--- src/rtl/usb_boot_sequencer.sv ---
// Safe warm-boot handoff: drain SPI/USB activity, detach D+ for a fixed time, then fire warm-boot.
// Optional drain timeout enabled by defining USB_BOOT_DRAIN_TIMEOUT_EN.
module usb_boot_sequencer #(
   parameter int unsigned CLK_PER_US       = 48,
   parameter int unsigned QUIET_CYCLES     = 16,
   parameter int unsigned DETACH_US        = 10000,
   parameter logic [1:0]  BOOT_IMAGE       = 2'b01,
   parameter int unsigned DRAIN_TIMEOUT_US = 1000
) (
   input  logic       clk_48mhz,
   input  logic       reset_n,
   input  logic       boot_req,
   input  logic       spi_cs,
   input  logic       usb_tx_en,
   output logic       usb_pu,
   output logic       busy,
   output logic [1:0] warmboot_s,
   output logic       warmboot_boot,
   output logic       drain_timeout
);

   localparam int unsigned US_MAX = (DETACH_US > DRAIN_TIMEOUT_US) ? DETACH_US : DRAIN_TIMEOUT_US;
   localparam int unsigned US_W   = $clog2(US_MAX + 1);
   localparam int unsigned PRE_W  = $clog2(CLK_PER_US);
   localparam int unsigned QC_W   = $clog2(QUIET_CYCLES + 1);

   localparam logic [PRE_W-1:0] PRE_LAST       = PRE_W'(CLK_PER_US - 1);
   localparam logic [US_W-1:0]  US_DETACH_LAST = US_W'(DETACH_US - 1);
   localparam logic [QC_W-1:0]  QC_LAST        = QC_W'(QUIET_CYCLES - 1);
`ifdef USB_BOOT_DRAIN_TIMEOUT_EN
   localparam logic [US_W-1:0]  US_DRAIN_LAST  = US_W'(DRAIN_TIMEOUT_US - 1);
`endif

   typedef enum logic [1:0] {
      ST_IDLE,
      ST_DRAIN,
      ST_DETACH,
      ST_BOOT
   } state_t;

   state_t            state_q, state_d;
   logic [QC_W-1:0]   quiet_cnt_q, quiet_cnt_d;
   logic [PRE_W-1:0]  presc_q, presc_d;
   logic [US_W-1:0]   us_cnt_q, us_cnt_d;

   logic quiet;
   logic quiet_done;
   logic us_tick;

   assign quiet      = spi_cs && !usb_tx_en;
   assign quiet_done = quiet && (quiet_cnt_q == QC_LAST);
   assign us_tick    = (presc_q == PRE_LAST);

`ifdef USB_BOOT_DRAIN_TIMEOUT_EN
   logic timeout_set;
   logic drain_timeout_q;
`endif

   // NOTE: every variable written here gets a default first, so no latch can be inferred.
   always_comb begin
      state_d     = state_q;
      quiet_cnt_d = quiet_cnt_q;
      presc_d     = presc_q;
      us_cnt_d    = us_cnt_q;
`ifdef USB_BOOT_DRAIN_TIMEOUT_EN
      timeout_set = 1'b0;
`endif

      case (state_q)
         ST_IDLE: begin
            if (boot_req) begin
               state_d     = ST_DRAIN;
               quiet_cnt_d = '0;
               presc_d     = '0;
               us_cnt_d    = '0;
            end
         end

         ST_DRAIN: begin
            if (!quiet) begin
               quiet_cnt_d = '0;
            end else if (quiet_done) begin
               state_d = ST_DETACH;
            end else begin
               quiet_cnt_d = quiet_cnt_q + 1'b1;
            end
`ifdef USB_BOOT_DRAIN_TIMEOUT_EN
            presc_d = us_tick ? '0 : presc_q + 1'b1;
            if (us_tick) begin
               us_cnt_d = us_cnt_q + 1'b1;
            end
            // Quiet completion on the same edge wins, leaving the flag clear.
            if (us_tick && (us_cnt_q == US_DRAIN_LAST) && !quiet_done) begin
               state_d     = ST_DETACH;
               timeout_set = 1'b1;
            end
`endif
            if (state_d == ST_DETACH) begin
               quiet_cnt_d = '0;
               presc_d     = '0;
               us_cnt_d    = '0;
            end
         end

         ST_DETACH: begin
            presc_d = us_tick ? '0 : presc_q + 1'b1;
            if (us_tick) begin
               us_cnt_d = us_cnt_q + 1'b1;
               if (us_cnt_q == US_DETACH_LAST) begin
                  state_d = ST_BOOT;
               end
            end
         end

         ST_BOOT: begin
            state_d = ST_BOOT;
         end

         default: begin
            state_d = ST_IDLE;
         end
      endcase
   end

   // NOTE: outputs are decoded from the next state and registered, so they change on the
   // same edge as the state and carry no combinational path from the inputs.
   always_ff @(posedge clk_48mhz or negedge reset_n) begin
      if (!reset_n) begin
         state_q       <= ST_IDLE;
         quiet_cnt_q   <= '0;
         presc_q       <= '0;
         us_cnt_q      <= '0;
         usb_pu        <= 1'b1;
         busy          <= 1'b0;
         warmboot_s    <= 2'b00;
         warmboot_boot <= 1'b0;
      end else begin
         state_q       <= state_d;
         quiet_cnt_q   <= quiet_cnt_d;
         presc_q       <= presc_d;
         us_cnt_q      <= us_cnt_d;
         usb_pu        <= (state_d == ST_IDLE) || (state_d == ST_DRAIN);
         busy          <= (state_d != ST_IDLE);
         warmboot_s    <= ((state_d == ST_DETACH) || (state_d == ST_BOOT)) ? BOOT_IMAGE : 2'b00;
         warmboot_boot <= (state_d == ST_BOOT);
      end
   end

`ifdef USB_BOOT_DRAIN_TIMEOUT_EN
   always_ff @(posedge clk_48mhz or negedge reset_n) begin
      if (!reset_n) begin
         drain_timeout_q <= 1'b0;
      end else if (timeout_set) begin
         drain_timeout_q <= 1'b1;
      end
   end

   assign drain_timeout = drain_timeout_q;
`else
   assign drain_timeout = 1'b0;
`endif

endmodule
--- config.mk ---
export PLATFORM = sky130hd
export DESIGN_NAME = usb_boot_sequencer
export DESIGN_NICKNAME = d
export VERILOG_FILES = /design/src/rtl/usb_boot_sequencer.sv
export SDC_FILE = /design/constraint.sdc
export NUM_CORES = 1
export LEC_CHECK = 0
export BUFFER_PORTS_ARGS = -buffer_cell sky130_fd_sc_hd__buf_2
export CAP_MARGIN = 20
export CORE_ASPECT_RATIO = 1.1
export CORE_MARGIN = 5
export CORE_UTILIZATION = 25
export CTS_CLUSTER_SIZE = 40
export DETAILED_ROUTE_END_ITERATION = 12
export PLACE_DENSITY = 0.38
export RECOVER_POWER = 25
export SYNTH_ARGS = -nofsm -noshare
export SYNTH_HDL_FRONTEND = slang
export SYNTH_SLANG_ARGS = --single-unit
--- constraint.sdc ---
create_clock -name clk_48mhz -period 2 [get_ports clk_48mhz]
set_input_delay 0.4 -clock clk_48mhz [delete_from_list [all_inputs] [get_ports clk_48mhz]]
set_output_delay 0.4 -clock clk_48mhz [all_outputs]
set_load 0.005 [all_outputs]
==> metrics, run 1 <==
post-cts hold buffer count=0; Worst-Margin Slew=1.68 ns; chip height=95.7 µm; initial antenna violation count=0; Placer Congestion=0.748; Async S/R FF share, synth=1.00; sw frac=0.251; number of buffers created by CTS=5; Synth Instances=172; failing checks=max-capacitance violations, max-slew violations, negative setup slack; global-route wire length before repair=6860 µm; Pre-antenna DRT Iters=4; Core Box Area=6560 µm²; max-slew violation count=31; Clk Latency, worst-skew pair=0.29 ns; Core Rows=31; DIE AREA=8410 µm²; nets=208; Fill cells=665; wire per inst=14.6 µm; Critical Path End Type=flip-flop; RSZ-0062 raised after global routing=yes; top post-synthesis cells by area=dfrtp_1, o31ai_1, o21ai_0, a21oi_1, or4_1; Synth warnings=0; initial detailed-routing violation count=63; P_int=0.940 mW; Die Width=87.9 µm; Final Power=1.25 mW; register area=752 µm²; hold depth=3; Post-synth EDFFs=0; syn_area_per_cell=9.70 µm²; Initial Util=0.254; Pleak=0.853 nW; GRT Total Usage=0.107; outcome=finished, violations left; largest net degree at the start of global routing=31; critical path type=flip-flop to flip-flop; number of buffers added on ports=8; Antenna Nets Post-Route=0; Hold Crit Start=spi_cs; Vias=1436; Worst VDD drop=0.000190 V; Power Density=603 nW/µm²; Ports=11; top_reg_cell synth=dfrtp_1; number of synthesized register bits=30; CP Launch Type=flip-flop; fin area=2080 µm²; footprint of the multi-input gates=877 µm²; Crit Reg-Reg Endpoint=us_cnt_q[7]; crit share post-route=1.02; Max Cap Viol=1; global route hottest layer=met2; required time of the critical path=2.22 ns; GRT met3 Usage=0.0311; Clock Tree Buf Depth=2; area growth from synthesis to layout=24.8%; # diodes=0; post-synthesis sequential area ratio=0.451; # setup viols final=9; P_sw=0.314 mW; Seq pwr share=0.525; worst hold-check path type=input pin to flip-flop; R2R setup slack=-0.05 ns; Gate power share=0.056; CTS tree=built; Slew HR=-0.121; crit-path max FO=22; GRT overflow=0; H-tree levels=2; Final Hold Fails=0; CP arrival=2.26 ns; Setup WS post-layout=-0.0475 ns; Sink Count=30; reg2reg path depth=8; reg2reg start=quiet_cnt_q[1]; DP HPWL=2870 µm; Post-Synthesis Cell Area=1670 µm²; Remaining DRCs=0; GR Util met2=0.163; Max Clk Rate=0.488 GHz; vias in the first global route=1290; Clock power frac=0.419; clk_skew=0.00921 ns; Yosys top cell by area=dfrtp_1; min cycle time layout=2.05 ns; root buffer cell=clkbuf_8; met1 Use GR=0.143; Yosys cell types=47; post-synth top area share=0.435; Clock Pin Slew Worst Setup and Hold Paths=0.07 ns; Worst Hold Path EP=usb_pu; Routed WL=4130 µm; hold slack=0.493 ns; final core utilization=0.317; placed inst area=1910 µm²; Vias/cell=5.09; share of cells above drive strength 1=0.315
[metal layers]
metal | wire length [µm] | vias up
met2 | 1930 | 35
met3 | 191 | 5
met1 | 1930 | 697
li1 | - | 699
met5 | 0 | -
met4 | 72 | 0
[cells in the mapped netlist (2+ instances only)]
| master | count |
|---|---|
| or2_2 | 3 |
| a21o_1 | 2 |
| nor2_1 | 6 |
| buf_6 | 3 |
| buf_4 | 4 |
| and4_1 | 2 |
| ha_1 | 4 |
| or3_1 | 3 |
| and3_1 | 2 |
| nor3_1 | 2 |
| or4_1 | 8 |
| buf_2 | 5 |
| o31ai_1 | 9 |
| a211oi_1 | 2 |
| a31o_2 | 2 |
| nor3b_1 | 2 |
| inv_1 | 6 |
| nand2b_1 | 2 |
| nand2_1 | 8 |
| nand4_1 | 4 |
| nand3_1 | 10 |
| a22o_1 | 2 |
| o21ai_0 | 13 |
| dfrtp_1 | 29 |
| a31oi_1 | 2 |
| a21oi_1 | 12 |
| nor4_1 | 4 |
| mux2i_1 | 2 |
[critical path, stage by stage (launching register included)]
cell,delay [ns]
dfrtp_1,0.37
ha_2,0.18
and3_4,0.19
ha_4,0.12
nand4bb_1,0.11
a21o_1,0.21
buf_12,0.16
or4_1,0.50
a21oi_1,0.13
[power groups by stage]
stage / logic, mW / clock network, mW / registers (mW)
3_3_place_gp: 0.0636 / 0 / 0.668
3_5_place_dp: 0.0659 / 0 / 0.669
2_1_floorplan: 0.0416 / 0 / 0.662
4_1_cts: 0.0669 / 0.546 / 0.657
5_1_grt: 0.0807 / 0.572 / 0.662
6_report: 0.0698 / 0.526 / 0.659
[worst max-delay path by stage]
stage | slack (ns) | endpoint | start
finish | -0.05 | us_cnt_q[7] | quiet_cnt_q[1]
global route | -0.16 | presc_q[5] | quiet_cnt_q[1]
CTS | -0.06 | presc_q[5] | quiet_cnt_q[1]
detailed placement | -0.06 | us_cnt_q[3] | quiet_cnt_q[1]
global placement | -0.02 | us_cnt_q[3] | quiet_cnt_q[1]
floorplan | -0.02 | us_cnt_q[7] | quiet_cnt_q[0]
[placed cells by master (no fill, tap or decap), types with 3 or more instances in the layout]
cell type  Yosys  routed
o31ai_1        9       9
buf_2          5       7
nand3_1       10      10
nand4_1        4       4
nand2_1        8       8
or4_4          0       4
or2_2          3       3
nor2_1         6       6
clkbuf_8       0       6
or4_1          8       4
inv_1          6       6
a21oi_1       12       7
o21ai_0       13      13
buf_4          4      23
dfrtp_1       29      29
a21oi_2        0       5
[what timing repair did]
item,CTS,global route
setup buffers,2,1
resized for setup,0,13
endpoints found under the setup margin,12,15
pin swaps,3,2
[cell families after synthesis]
group / Yosys count / synth area share
AND/OR/NAND/NOR: 64 / 0.234
AO/OA/AOI/OAI: 51 / 0.197
flip-flops: 30 / 0.451
buffers and inverters: 19 / 0.0690
adder cells (fa/ha/maj): 4 / 0.0300
multiplexers: 2 / 0.0120
other: 1 / 0.00225
XOR/XNOR: 1 / 0.00525
[flip-flops by register name, summed over array words and instances (netlist names)]
signal	count
warmboot_boot	1
usb_pu	1
busy	1
quiet_cnt_q	5
us_cnt_q	14
presc_q	6
state_q	2
[through the flow]
stage | setup slack (ns) | setup TNS, ns | instances
after floorplan | -0.0237 | -0.0474 | 173
after global placement | -0.0153 | -0.0194 | 271
after detailed placement | -0.0614 | -0.351 | 271
after CTS | -0.0569 | -0.414 | 281
after global routing | -0.156 | -1.76 | 282
final | -0.0475 | -0.254 | 282
[cell type report]
type                       count  share of cell area
clock buffer                   6              0.0397
clock inverter                 2             0.00601
inverter                       6              0.0108
multi-input combinational    124               0.422
sequential                    30               0.361
tap                           82              0.0493
timing repair buffer          32               0.111
Note: power is estimated with default switching activity, not from simulation.
==> run 2: changes to the inputs <==
--- a/config.mk
+++ b/config.mk
@@ -12,7 +12,7 @@
 export CORE_UTILIZATION = 25
 export CTS_CLUSTER_SIZE = 40
 export DETAILED_ROUTE_END_ITERATION = 12
-export PLACE_DENSITY = 0.38
+export PLACE_DENSITY = 0.37
 export RECOVER_POWER = 25
 export SYNTH_ARGS = -nofsm -noshare
 export SYNTH_HDL_FRONTEND = slang
==> constraint.sdc (replaced) <==
create_clock -name clk_48mhz -period 2.56 [get_ports clk_48mhz]
set_input_delay 0.512 -clock clk_48mhz [delete_from_list [all_inputs] [get_ports clk_48mhz]]
set_output_delay 0.512 -clock clk_48mhz [all_outputs]
set_load 0.005 [all_outputs]
==> metrics, run 2 (synthesis gave the netlist of run 1 again) <==
outcome=finished, violations left; failing checks=max-capacitance violations, max-slew violations; largest net degree at the start of global routing=31; most frequent cell on the critical path=ha_1; worst hold-check path type=flip-flop to flip-flop; share of cells above drive strength 1=0.169; initial detailed-routing violation count=56; GRT overflow=0; Max Cap Viol=1; Clock Tree Buf Depth=2; P_sw=0.237 mW; DP HPWL=2740 µm; CP arrival=2.55 ns; CTS tree=built; R2R setup slack=0.22 ns; Remaining DRCs=0; Die Width=87.9 µm; Seq pwr share=0.533; hold depth=1; DIE AREA=8410 µm²; crit-path max FO=25; Placer Congestion=0.760; Worst-Margin Slew=1.65 ns; # diodes=0; top flop regs=us_cnt_q (14), presc_q (6), quiet_cnt_q (5); commonest non-fill, non-tap cell in the layout=dfrtp_1; Max Clk Rate=0.427 GHz; initial antenna violation count=0; Ports=11; most frequent cells in the layout=dfrtp_1, o21ai_0, a21oi_1; vias in the first global route=1305; min cycle time layout=2.34 ns; Initial Util=0.254; Setup TNS=0 ns; Vias/cell=5.17; number of buffers added on ports=8; CP Launch Type=flip-flop; Vias=1370; Pleak=0.755 nW; Clock Pin Slew Worst Setup and Hold Paths=0.06 ns; Hold Crit Start=presc_q[0]; Core Rows=31; Crit Reg-Reg Endpoint=us_cnt_q[3]; post-cts hold buffer count=0; post-route insts no fill=265; Critical Path End Type=flip-flop; Gate power share=0.049; pre-CTS setup slack=0.0483 ns; required time of the critical path=2.77 ns; Setup Buffers After CTS=0; global-route wire length before repair=6500 µm; placed cell count=257; slowest stage delay, CP=0.52 ns; Clock power frac=0.418; footprint of the multi-input gates=812 µm²; Most flops, register=us_cnt_q; crit share post-route=0.914; Final Hold Fails=0; P_int=0.729 mW; wire per inst=14.6 µm; Worst Hold Path EP=presc_q[0]; Clk Latency, worst-skew pair=0.29 ns; sw frac=0.245; register area=752 µm²; clk_skew=0.00899 ns; # setup viols final=0; Routed WL=3880 µm; max-slew violation count=31; root buffer cell=clkbuf_8; Fill cells=703; Sink Count=30; reg2reg start=quiet_cnt_q[0]; chip height=95.7 µm; Core Box Area=6560 µm²; Pre-antenna DRT Iters=4; reg2reg path depth=7; critical path type=flip-flop to flip-flop; RSZ-0062 raised after global routing=no; max reg flops=14; Setup WS post-layout=0.219 ns; GRT Total Usage=0.100; number of buffers created by CTS=5; Slew HR=-0.100; Power Density=515 nW/µm²; slowest CP cell=or4_1; area growth from synthesis to layout=12.5%; crit path cell chain=ha_1, and3_1, ha_1, nand4bb_1, a21o_4, or4_1, a21oi_1; nets=191; Worst VDD drop=0.000195 V; Antenna Nets Post-Route=0; H-tree levels=2
run 2: repair_timing:
| action | CTS | global route |
|---|---|---|
| resized for setup | 0 | 2 |
| setup endpoints to repair | 0 | 11 |
| endpoints found under the hold margin | 0 | 0 |
run 2: layout make-up:
| type | count | share of cell area |
|---|---|---|
| multi-input cells | 124 | 0.433 |
| well taps | 82 | 0.0547 |
| flip-flops and latches | 30 | 0.401 |
| clock inverters | 2 | 0.00667 |
| inverters | 6 | 0.0120 |
| repair buffers | 15 | 0.0487 |
| clock buffers | 6 | 0.0440 |
run 2: per-stage QoR:
stage	power, mW	hold slack, ns	util	instance area [µm²]
finish	0.967	0.522	0.286	1880
global route	1.02	0.572	0.286	1880
CTS	0.986	0.298	0.285	1870
detailed placement	0.572	0.511	0.271	1770
global placement	0.570	0.497	0.271	1770
floorplan	0.549	0.216	-	1670
run 2: metal layers:
layer / track usage / wire (µm)
met4: 0.0307 / 52
met1: 0.126 / 1800
met5: 0 / 0
met3: 0.0303 / 140
met2: 0.165 / 1890
run 2: how the worst max path moves through the flow:
stage | cells past startpoint | from | endpoint | slack (ns)
6_report | 7 | quiet_cnt_q[0] | us_cnt_q[3] | 0.22
2_1_floorplan | 8 | quiet_cnt_q[0] | presc_q[5] | 0.47
4_1_cts | 7 | quiet_cnt_q[0] | us_cnt_q[3] | 0.04
3_3_place_gp | 7 | quiet_cnt_q[0] | us_cnt_q[11] | 0.15
3_5_place_dp | 7 | quiet_cnt_q[0] | presc_q[5] | 0.05
5_1_grt | 7 | quiet_cnt_q[0] | us_cnt_q[3] | 0.05
run 2: power groups by stage:
stage / Clock [mW] / Combinational (mW) / Sequential, mW
floorplan: 0 / 0.0321 / 0.517
global placement: 0 / 0.0469 / 0.523
detailed placement: 0 / 0.0489 / 0.524
CTS: 0.423 / 0.0491 / 0.514
global route: 0.443 / 0.0562 / 0.518
finish: 0.404 / 0.0472 / 0.515
run 2: critical path: cells and delay by family, from the launching register on:
| family | cells | cell delay, ns |
|---|---|---|
| AO/OA/AOI/OAI | 2 | 0.52 |
| AND/OR/NAND/NOR | 3 | 0.93 |
| adder cells (fa/ha/maj) | 2 | 0.42 |
| flip-flops | 1 | 0.39 |
